### config.mk
export PLATFORM = sky130hd
export DESIGN_NAME = mem_arbiter
export DESIGN_NICKNAME = d
export VERILOG_FILES = /design/src/rtl/mem_arb_pkg.sv /design/src/rtl/mem_arb_starve_ctr.sv /design/src/rtl/mem_arbiter.sv
export SDC_FILE = /design/constraint.sdc
export NUM_CORES = 1
export LEC_CHECK = 0
export ABC_AREA = 1
export CAP_MARGIN = 20
export CORE_UTILIZATION = 45
export CTS_BUF_LIST = sky130_fd_sc_hd__clkbuf_4 sky130_fd_sc_hd__clkbuf_8
export CTS_CLUSTER_DIAMETER = 50
export DETAILED_ROUTE_END_ITERATION = 6
export GPL_TIMING_DRIVEN = 0
export PLACE_DENSITY = 0.87
export SYNTH_ARGS = -nofsm -noshare
export SYNTH_HDL_FRONTEND = slang
export SYNTH_SLANG_ARGS = --single-unit
### constraint.sdc
create_clock -name clk -period 2.8 [get_ports clk]
set_input_delay 0.56 -clock clk [delete_from_list [all_inputs] [get_ports clk]]
set_output_delay 0.56 -clock clk [all_outputs]
set_load 0.03 [all_outputs]
### src/rtl/mem_arb_pkg.sv
// Shared types and defaults for the main-memory arbiter.
package mem_arb_pkg;

  typedef enum logic [1:0] {
    ARB_IDLE   = 2'd0,
    ARB_ACCESS = 2'd1,
    ARB_RESP   = 2'd2
  } arb_state_t;

  typedef enum logic {
    REQ_IF = 1'b0,
    REQ_DM = 1'b1
  } req_id_t;

  localparam int unsigned DEFAULT_STARVE_LIMIT = 4;

endpackage

### src/rtl/mem_arb_starve_ctr.sv
// Counts consecutive fetch losses at grant time; asks for a forced fetch win at the limit.
module mem_arb_starve_ctr #(
  parameter int unsigned STARVE_LIMIT = 4
) (
  input  logic clk,
  input  logic rst,
  input  logic grant_cycle,
  input  logic if_lost,
  input  logic if_won,
  input  logic halt_sys,
  output logic force_if
);

  localparam int unsigned CNT_W = $clog2(STARVE_LIMIT + 1);
  localparam logic [CNT_W-1:0] LIMIT = CNT_W'(STARVE_LIMIT);

  logic [CNT_W-1:0] cnt_q, cnt_d;

  always_comb begin
    cnt_d = cnt_q;
    if (grant_cycle && !halt_sys) begin
      if (if_won) begin
        cnt_d = '0;
      end else if (if_lost) begin
        cnt_d = (cnt_q == LIMIT) ? cnt_q : cnt_q + 1'b1;
      end else begin
        // No fetch pending at this grant: nothing is being starved.
        cnt_d = '0;
      end
    end
  end

  always_ff @(posedge clk or posedge rst) begin
    if (rst) begin
      cnt_q <= '0;
    end else begin
      cnt_q <= cnt_d;
    end
  end

  assign force_if = (cnt_q == LIMIT);

endmodule

### src/rtl/mem_arbiter.sv
// Arbitrates fetch and data requests onto the single-ported main memory:
// latch winner, one access cycle, one ack cycle.
module mem_arbiter
  import mem_arb_pkg::*;
#(
  parameter int unsigned ADDR_W       = 16,
  parameter int unsigned DATA_W       = 16,
  parameter int unsigned STARVE_LIMIT = DEFAULT_STARVE_LIMIT
) (
  input  logic              clk,
  input  logic              rst,
  input  logic              halt_sys,
  input  logic              if_req,
  input  logic [ADDR_W-1:0] if_addr,
  output logic              if_ack,
  input  logic              dm_req,
  input  logic              dm_we,
  input  logic [ADDR_W-1:0] dm_addr,
  input  logic [DATA_W-1:0] dm_wdata,
  output logic              dm_ack,
  output logic [DATA_W-1:0] rdata,
  output logic              misaligned,
  output logic              mem_write_en,
  output logic [ADDR_W-1:0] mem_address,
  output logic [DATA_W-1:0] mem_write_data,
  input  logic [DATA_W-1:0] mem_data_out
);

  arb_state_t        state_q, state_d;
  req_id_t           id_q, id_d;
  logic [ADDR_W-1:0] addr_q, addr_d;
  logic              we_q, we_d;
  logic [DATA_W-1:0] wdata_q, wdata_d;
  logic              mis_q, mis_d;
  logic [DATA_W-1:0] rdata_q, rdata_d;

  logic grant_cycle, win_if, force_if;

  assign grant_cycle = (state_q == ARB_IDLE) && (if_req || dm_req);
  assign win_if      = if_req && (!dm_req || force_if);

  mem_arb_starve_ctr #(
    .STARVE_LIMIT(STARVE_LIMIT)
  ) u_starve (
    .clk        (clk),
    .rst        (rst),
    .grant_cycle(grant_cycle),
    .if_lost    (if_req && !win_if),
    .if_won     (win_if),
    .halt_sys   (halt_sys),
    .force_if   (force_if)
  );

  always_comb begin
    state_d = state_q;
    id_d    = id_q;
    addr_d  = addr_q;
    we_d    = we_q;
    wdata_d = wdata_q;
    mis_d   = mis_q;
    rdata_d = rdata_q;
    if (!halt_sys) begin
      case (state_q)
        ARB_IDLE: begin
          if (grant_cycle) begin
            state_d = ARB_ACCESS;
            if (win_if) begin
              id_d   = REQ_IF;
              addr_d = {if_addr[ADDR_W-1:1], 1'b0};
              we_d   = 1'b0;
              mis_d  = if_addr[0];
            end else begin
              id_d    = REQ_DM;
              addr_d  = {dm_addr[ADDR_W-1:1], 1'b0};
              we_d    = dm_we;
              wdata_d = dm_wdata;
              mis_d   = dm_addr[0];
            end
          end
        end
        ARB_ACCESS: begin
          rdata_d = mem_data_out;
          state_d = ARB_RESP;
        end
        ARB_RESP: state_d = ARB_IDLE;
        default:  state_d = ARB_IDLE;
      endcase
    end
  end

  always_comb begin
    if_ack       = 1'b0;
    dm_ack       = 1'b0;
    misaligned   = 1'b0;
    mem_write_en = 1'b0;
    if (!halt_sys) begin
      mem_write_en = (state_q == ARB_ACCESS) && we_q;
      if (state_q == ARB_RESP) begin
        if_ack     = (id_q == REQ_IF);
        dm_ack     = (id_q == REQ_DM);
        misaligned = mis_q;
      end
    end
  end

  assign mem_address    = addr_q;
  assign mem_write_data = wdata_q;
  assign rdata          = rdata_q;

  always_ff @(posedge clk or posedge rst) begin
    if (rst) begin
      state_q <= ARB_IDLE;
      id_q    <= REQ_IF;
      addr_q  <= '0;
      we_q    <= 1'b0;
      wdata_q <= '0;
      mis_q   <= 1'b0;
      rdata_q <= '0;
    end else begin
      state_q <= state_d;
      id_q    <= id_d;
      addr_q  <= addr_d;
      we_q    <= we_d;
      wdata_q <= wdata_d;
      mis_q   <= mis_d;
      rdata_q <= rdata_d;
    end
  end

endmodule

==> results of run 1 <==
==> flip-flops by register name, summed over array words and instances (netlist names) <==
signal          count
mis_q               1
u_starve.cnt_q      3
id_q                1
we_q                1
mem_address        15
state_q             2
rdata              16
mem_write_data     16
==> metal layers <==
metal  up-vias  part of all wire, %
li1       1239                    -
met1      1160                   41
met2        89                   49
met3         9                  7.6
met4         0                  1.5
met5         -                    0
==> layout make-up <==
| class | count | share of cell area, % |
|---|---|---|
| Sequential cell | 55 | 34.4 |
| Inverter | 59 | 5.53 |
| Timing Repair Buffer | 121 | 30.4 |
| Buffer | 16 | 2.53 |
| Multi-Input combinational cell | 197 | 22.3 |
| Clock inverter | 1 | 0.188 |
| Clock buffer | 7 | 2.41 |
| Tap cell | 72 | 2.25 |
==> cells by family (layout without fill, tap and decap cells) <==
kind of cell    count (synthesis)  in the layout
fa+ha+maj                       2              2
xor+xnor                        1              1
compound gates                 20             20
simple gates                  173            173
flops                          55             55
buf+inv                        75            204
other cells                     1              1
==> critical path: stages <==
cell and delay, ns:
clkdlybuf4s50_1 0.40, inv_1 0.14, nand3_1 0.16, nor2_1 0.16
clkdlybuf4s50_1 0.69
==> power by group <==
part	internal, mW	total [mW]	leakage (nW)	switching [mW]
clock	0.225	0.469	0.0505	0.244
combinational	0.836	1.99	1.35	1.16
sequential	1.15	1.35	0.685	0.199
==> worst min path at each step <==
| stage | slack (ns) | endpoint |
|---|---|---|
| floorplan | 0.45 | we_q |
| global placement | 0.45 | mem_write_data[4] |
| detailed placement | 0.46 | mem_write_data[6] |
| CTS | 0.48 | mem_write_data[6] |
| global route | 0.51 | mem_write_data[15] |
| finish | 0.48 | mem_write_data[1] |
==> metrics by stage <==
stage,hold WS [ns],area [um2]
finish,0.478,4000
global route,0.508,4000
CTS,0.483,4010
detailed placement,0.460,3910
global placement,0.454,3880
floorplan,0.449,2590
==> layout by cell type (no fill, tap or decap), types with 6 or more instances in the layout <==
cell type,n
nand3_1,53
o21ai_0,20
nand2_1,107
clkdlybuf4s50_1,119
dfrtp_1,55
buf_4,6
clkbuf_8,7
inv_1,58
buf_2,8
nor2_1,6
==> flow_summary.json, run 1 <==
{
  "synth_flop_cell": "dfrtp_1",
  "postCtsSetupBuffers": 0,
  "grt.met2_usage_pct": 39.8,
  "route.detailed.drc": 0,
  "yosys.area_share.adder_pct": 0.965,
  "crit_arrival_ns": 2.12,
  "cts_max_level": 2,
  "netlist_instances": 327,
  "syn_to_final_growth_pct": 54.4,
  "setup_viol": 0,
  "hold_class": "register to register",
  "cts_resized": 1,
  "fin_cells": 528,
  "drtIter0Drc": 81,
  "worstHoldPathCells": 2,
  "yosysTopAreaCellShare_pct": 53.1,
  "gp_congestion": 0.713,
  "endpoint_kind": "output pin",
  "synth_warnings": 0,
  "seq_area_frac_synth_pct": 53.1,
  "yosys-top-cells-area": "dfrtp_1, nand2_1, nand3_1, inv_1, o21ai_0",
  "fp.dieArea_um2": 6070,
  "viasPerCell": 4.73,
  "grt_max_degree": 35,
  "ctsHoldBuffers": 0,
  "top_level_ports": 122,
  "synth_edf_count": 0,
  "finalCritPeriodShare_pct": 95.8,
  "root_buffer": "clkbuf_8",
  "drtPass1Iterations": 4,
  "synth_compound_area_share_pct": 3.86,
  "required_ns": 2.24,
  "dp_slack_ns": -0.171,
  "dp_cells": 520,
  "synth-async-reset-ratio_pct": 100,
  "fin_nets": 527,
  "crit_fanout": 6,
  "startpoint": "halt_sys",
  "crit_end": "dm_ack",
  "synth-xor-area-share_pct": 0.338,
  "reg2reg_slack_ns": 1.20,
  "synthSimpleGateAreaFrac_pct": 29.2,
  "multi_input_area_um2": 895,
  "r2r.worst_path.cells": 9,
  "status": "finished clean",
  "wl_um": 6390,
  "power.density_nw_per_um2": 952,
  "fp-row-count": 27,
  "track_usage_pct": 23.1,
  "die_w_um": 77.9,
  "synth_top_family_by_area": "simple AND/OR/NAND/NOR gates",
  "worst_slack_ns": 0.118,
  "die_y_um": 77.9,
  "ant_nets": 0,
  "maxCapViolCount": 0,
  "regArea_um2": 1380,
  "met1_usage_pct": 28.8,
  "core_um2": 5540,
  "synth_cell_type_count": 17,
  "drive_gt1_share_pct": 7.46,
  "clock-skew-final_ns": 0.00601,
  "p_leak_nw": 2.09,
  "synth_mux_area_share_pct": 0,
  "port_buffers": 120,
  "wl_per_cell_um": 12.1,
  "hold_viol": 0,
  "rr_endpoint": "mem_address[1]",
  "finalPower_mw": 3.81,
  "grtUsageMet3_pct": 5.41,
  "synth_area_leader_cell": "dfrtp_1",
  "grt_overflow": 0,
  "path_class": "primary input to output pin",
  "synth_nets": 399,
  "netlist_area_um2": 2590,
  "clock-sinks": 55,
  "syn_avg_cell_area_um2": 7.93,
  "critPathLaunchType": "primary input",
  "synth_common_cells": "nand2_1, inv_1, dfrtp_1, nand3_1, o21ai_0",
  "tns_ns": 0,
  "start_util_pct": 46.8,
  "post-route-util_pct": 72.3,
  "cts_buffers": 5,
  "n_fill_cell": 452,
  "path_clk_slew_ns": 0.09,
  "yosysMostFrequentCell": "nand2_1",
  "grt_pass1_wl_um": 11000,
  "min_period_ns": 2.68,
  "vias": 2497,
  "first_global_vias": 2460,
  "diodes": 0,
  "clock_latency_ns": 0.30,
  "rsz0062_at_grt": "false",
  "r2r_start": "u_starve.cnt_q[0]",
  "hpwlAfterDp_um": 4850,
  "drv_slew": 0,
  "ys_ff_latch": 55,
  "clk_path_buf_depth": 2,
  "vdd_drop_max_mv": 0.486,
  "cts_tree": "built",
  "fmax_ghz": 0.373,
  "busiest_layer": "met2",
  "antenna_found_initial": 0,
  "worstHoldStart": "mem_write_data[1]"
}
Power figures use the tool's default switching activity.
==> run 2, diff against run 1 <==
- CORE_MARGIN: default -> 1.5
==> flow_summary.json, run 2 (synthesis gave the netlist of run 1 again) <==
{
  "fp.dieArea_um2": 6230,
  "fmax_ghz": 0.375,
  "r2r.worst_path.cells": 9,
  "clock_latency_ns": 0.30,
  "drtPass1Iterations": 4,
  "fp-row-count": 27,
  "power.density_nw_per_um2": 947,
  "die_w_um": 78.9,
  "diodes": 0,
  "path_class": "primary input to output pin",
  "first_global_vias": 2546,
  "p_leak_nw": 2.08,
  "busiest_layer": "met2",
  "rr_endpoint": "mem_address[15]",
  "path_cells": "clkdlybuf4s50_1 > inv_1 > nand3_1 > nor2_1 > clkdlybuf4s50_1",
  "finalPower_mw": 3.78,
  "most-common-layout-cells": "clkdlybuf4s50_1, nand2_1, inv_1, dfrtp_1, nand3_1",
  "dp_cells": 520,
  "clock-sinks": 55,
  "gp_congestion": 0.721,
  "hold_viol": 0,
  "wl_um": 6540,
  "critPathLaunchType": "primary input",
  "grt_pass1_wl_um": 11200,
  "grt_overflow": 0,
  "crit_arrival_ns": 2.11,
  "finalCritPeriodShare_pct": 95.3,
  "drtIter0Drc": 59,
  "clk_path_buf_depth": 2,
  "slowest_delay_ns": 0.71,
  "route.detailed.drc": 0,
  "status": "finished clean",
  "worstHoldPathCells": 2,
  "cts_tree": "built",
  "maxCapViolCount": 0,
  "root_buffer": "clkbuf_8",
  "place_area_um2": 3910,
  "antenna_found_initial": 0,
  "hold_path_end": "mem_write_data[10]",
  "tns_ns": 0,
  "r2r_start": "u_starve.cnt_q[0]",
  "core_um2": 5540,
  "min_period_ns": 2.67,
  "layout_commonest_cell": "clkdlybuf4s50_1",
  "n_fill_cell": 450,
  "ant_nets": 0,
  "start_util_pct": 46.8,
  "cts_buffers": 5,
  "required_ns": 2.24,
  "hold_class": "register to register",
  "drive_gt1_share_pct": 7.03,
  "relSlewSlack_pct": 66.0,
  "critPathSlowestCell": "clkdlybuf4s50_1",
  "setup_viol": 0,
  "grt_max_degree": 33,
  "critPathBufInv": 3,
  "fin_nets": 527,
  "track_usage_pct": 22.7,
  "hpwlAfterDp_um": 5020,
  "crit_family": "buffers and inverters",
  "vias": 2481,
  "worst_pin_slew_ns": 0.509,
  "reg2reg_slack_ns": 1.20,
  "fin_cells": 527,
  "viasPerCell": 4.71,
  "worstHoldStart": "mem_write_data[10]",
  "drv_slew": 0,
  "top_level_ports": 122,
  "syn_to_final_growth_pct": 53.7,
  "port_buffers": 120,
  "grt.met2_usage_pct": 40.2,
  "met1_usage_pct": 27.3,
  "grtUsageMet3_pct": 4.83,
  "crit_fanout": 6,
  "die_y_um": 78.9,
  "crit_top_cell": "clkdlybuf4s50_1",
  "clock-skew-final_ns": 0.00796,
  "cts_max_level": 2,
  "vdd_drop_max_mv": 0.548,
  "fin_area_um2": 3990,
  "wl_per_cell_um": 12.4,
  "rsz0062_at_grt": "false",
  "endpoint_kind": "output pin",
  "path_clk_slew_ns": 0.09
}
[run 2: changes by cell type in the layout (fill, tap and decap cells not counted), sizes merged]
cell	change
clkdlybuf4s15	+1
clkbuf	-3
clkinvlp	-1
clkinv	+2
[run 2: worst register-to-register path, stage by stage (launching register included)]
cell and delay [ns]:
dfrtp_1 0.39, inv_1 0.07, ha_1 0.20, nand2_1 0.10, nand2_2 0.14, nand2_4 0.16, buf_2 0.23, nand2_1 0.08
nand3_1 0.09, nand2_1 0.06
[run 2: where the power goes]
part           internal (mW)  total, mW  switching [mW]  leakage [nW]
combinational          0.837       2.00            1.17          1.35
clock                  0.172      0.418           0.247        0.0440
sequential              1.15       1.35           0.203         0.685
total                   2.16       3.78            1.62          2.08
[run 2: worst max-delay path by stage]
stage          cells past startpoint      from           end
3_3_place_gp                       6  halt_sys  mem_write_en
2_1_floorplan                      4  halt_sys  mem_write_en
5_1_grt                            6  halt_sys  mem_write_en
4_1_cts                            6  halt_sys  mem_write_en
6_report                           5  halt_sys        if_ack
3_5_place_dp                       6  halt_sys  mem_write_en
[run 2: per-layer routing]
| layer | part of all wire, % | up-vias |
|---|---|---|
| met5 | 0 | - |
| li1 | - | 1237 |
| met3 | 7.2 | 14 |
| met1 | 43 | 1127 |
| met4 | 2.2 | 0 |
| met2 | 48 | 103 |
[run 2: per-stage QoR]
step	hold slack, ns	util, %	setup WS [ns]
after global routing	0.503	72.0	0.00547
after CTS	0.482	72.0	0.0968
final	0.480	72.0	0.132
after detailed placement	0.457	70.5	-0.169
after floorplan	0.449	-	0.786
after global placement	0.453	70.1	-0.151
[run 2: final cells by class]
class / count / area (um2) / area share [%]
Tap cell: 72 / 90.1 / 2.26
Clock inverter: 2 / 13.8 / 0.345
Buffer: 16 / 101 / 2.54
Inverter: 59 / 221 / 5.55
Multi-Input combinational cell: 197 / 895 / 22.4
Timing Repair Buffer: 121 / 1220 / 30.6
Sequential cell: 55 / 1380 / 34.5
Clock buffer: 5 / 68.8 / 1.73
[run 2: what timing repair did]
action,4_1_cts,5_1_grt
setup buffers,0,0
gates resized for setup,1,1
hold endpoints to repair,0,0
hold buffers,0,0
setup endpoints to repair,1,1
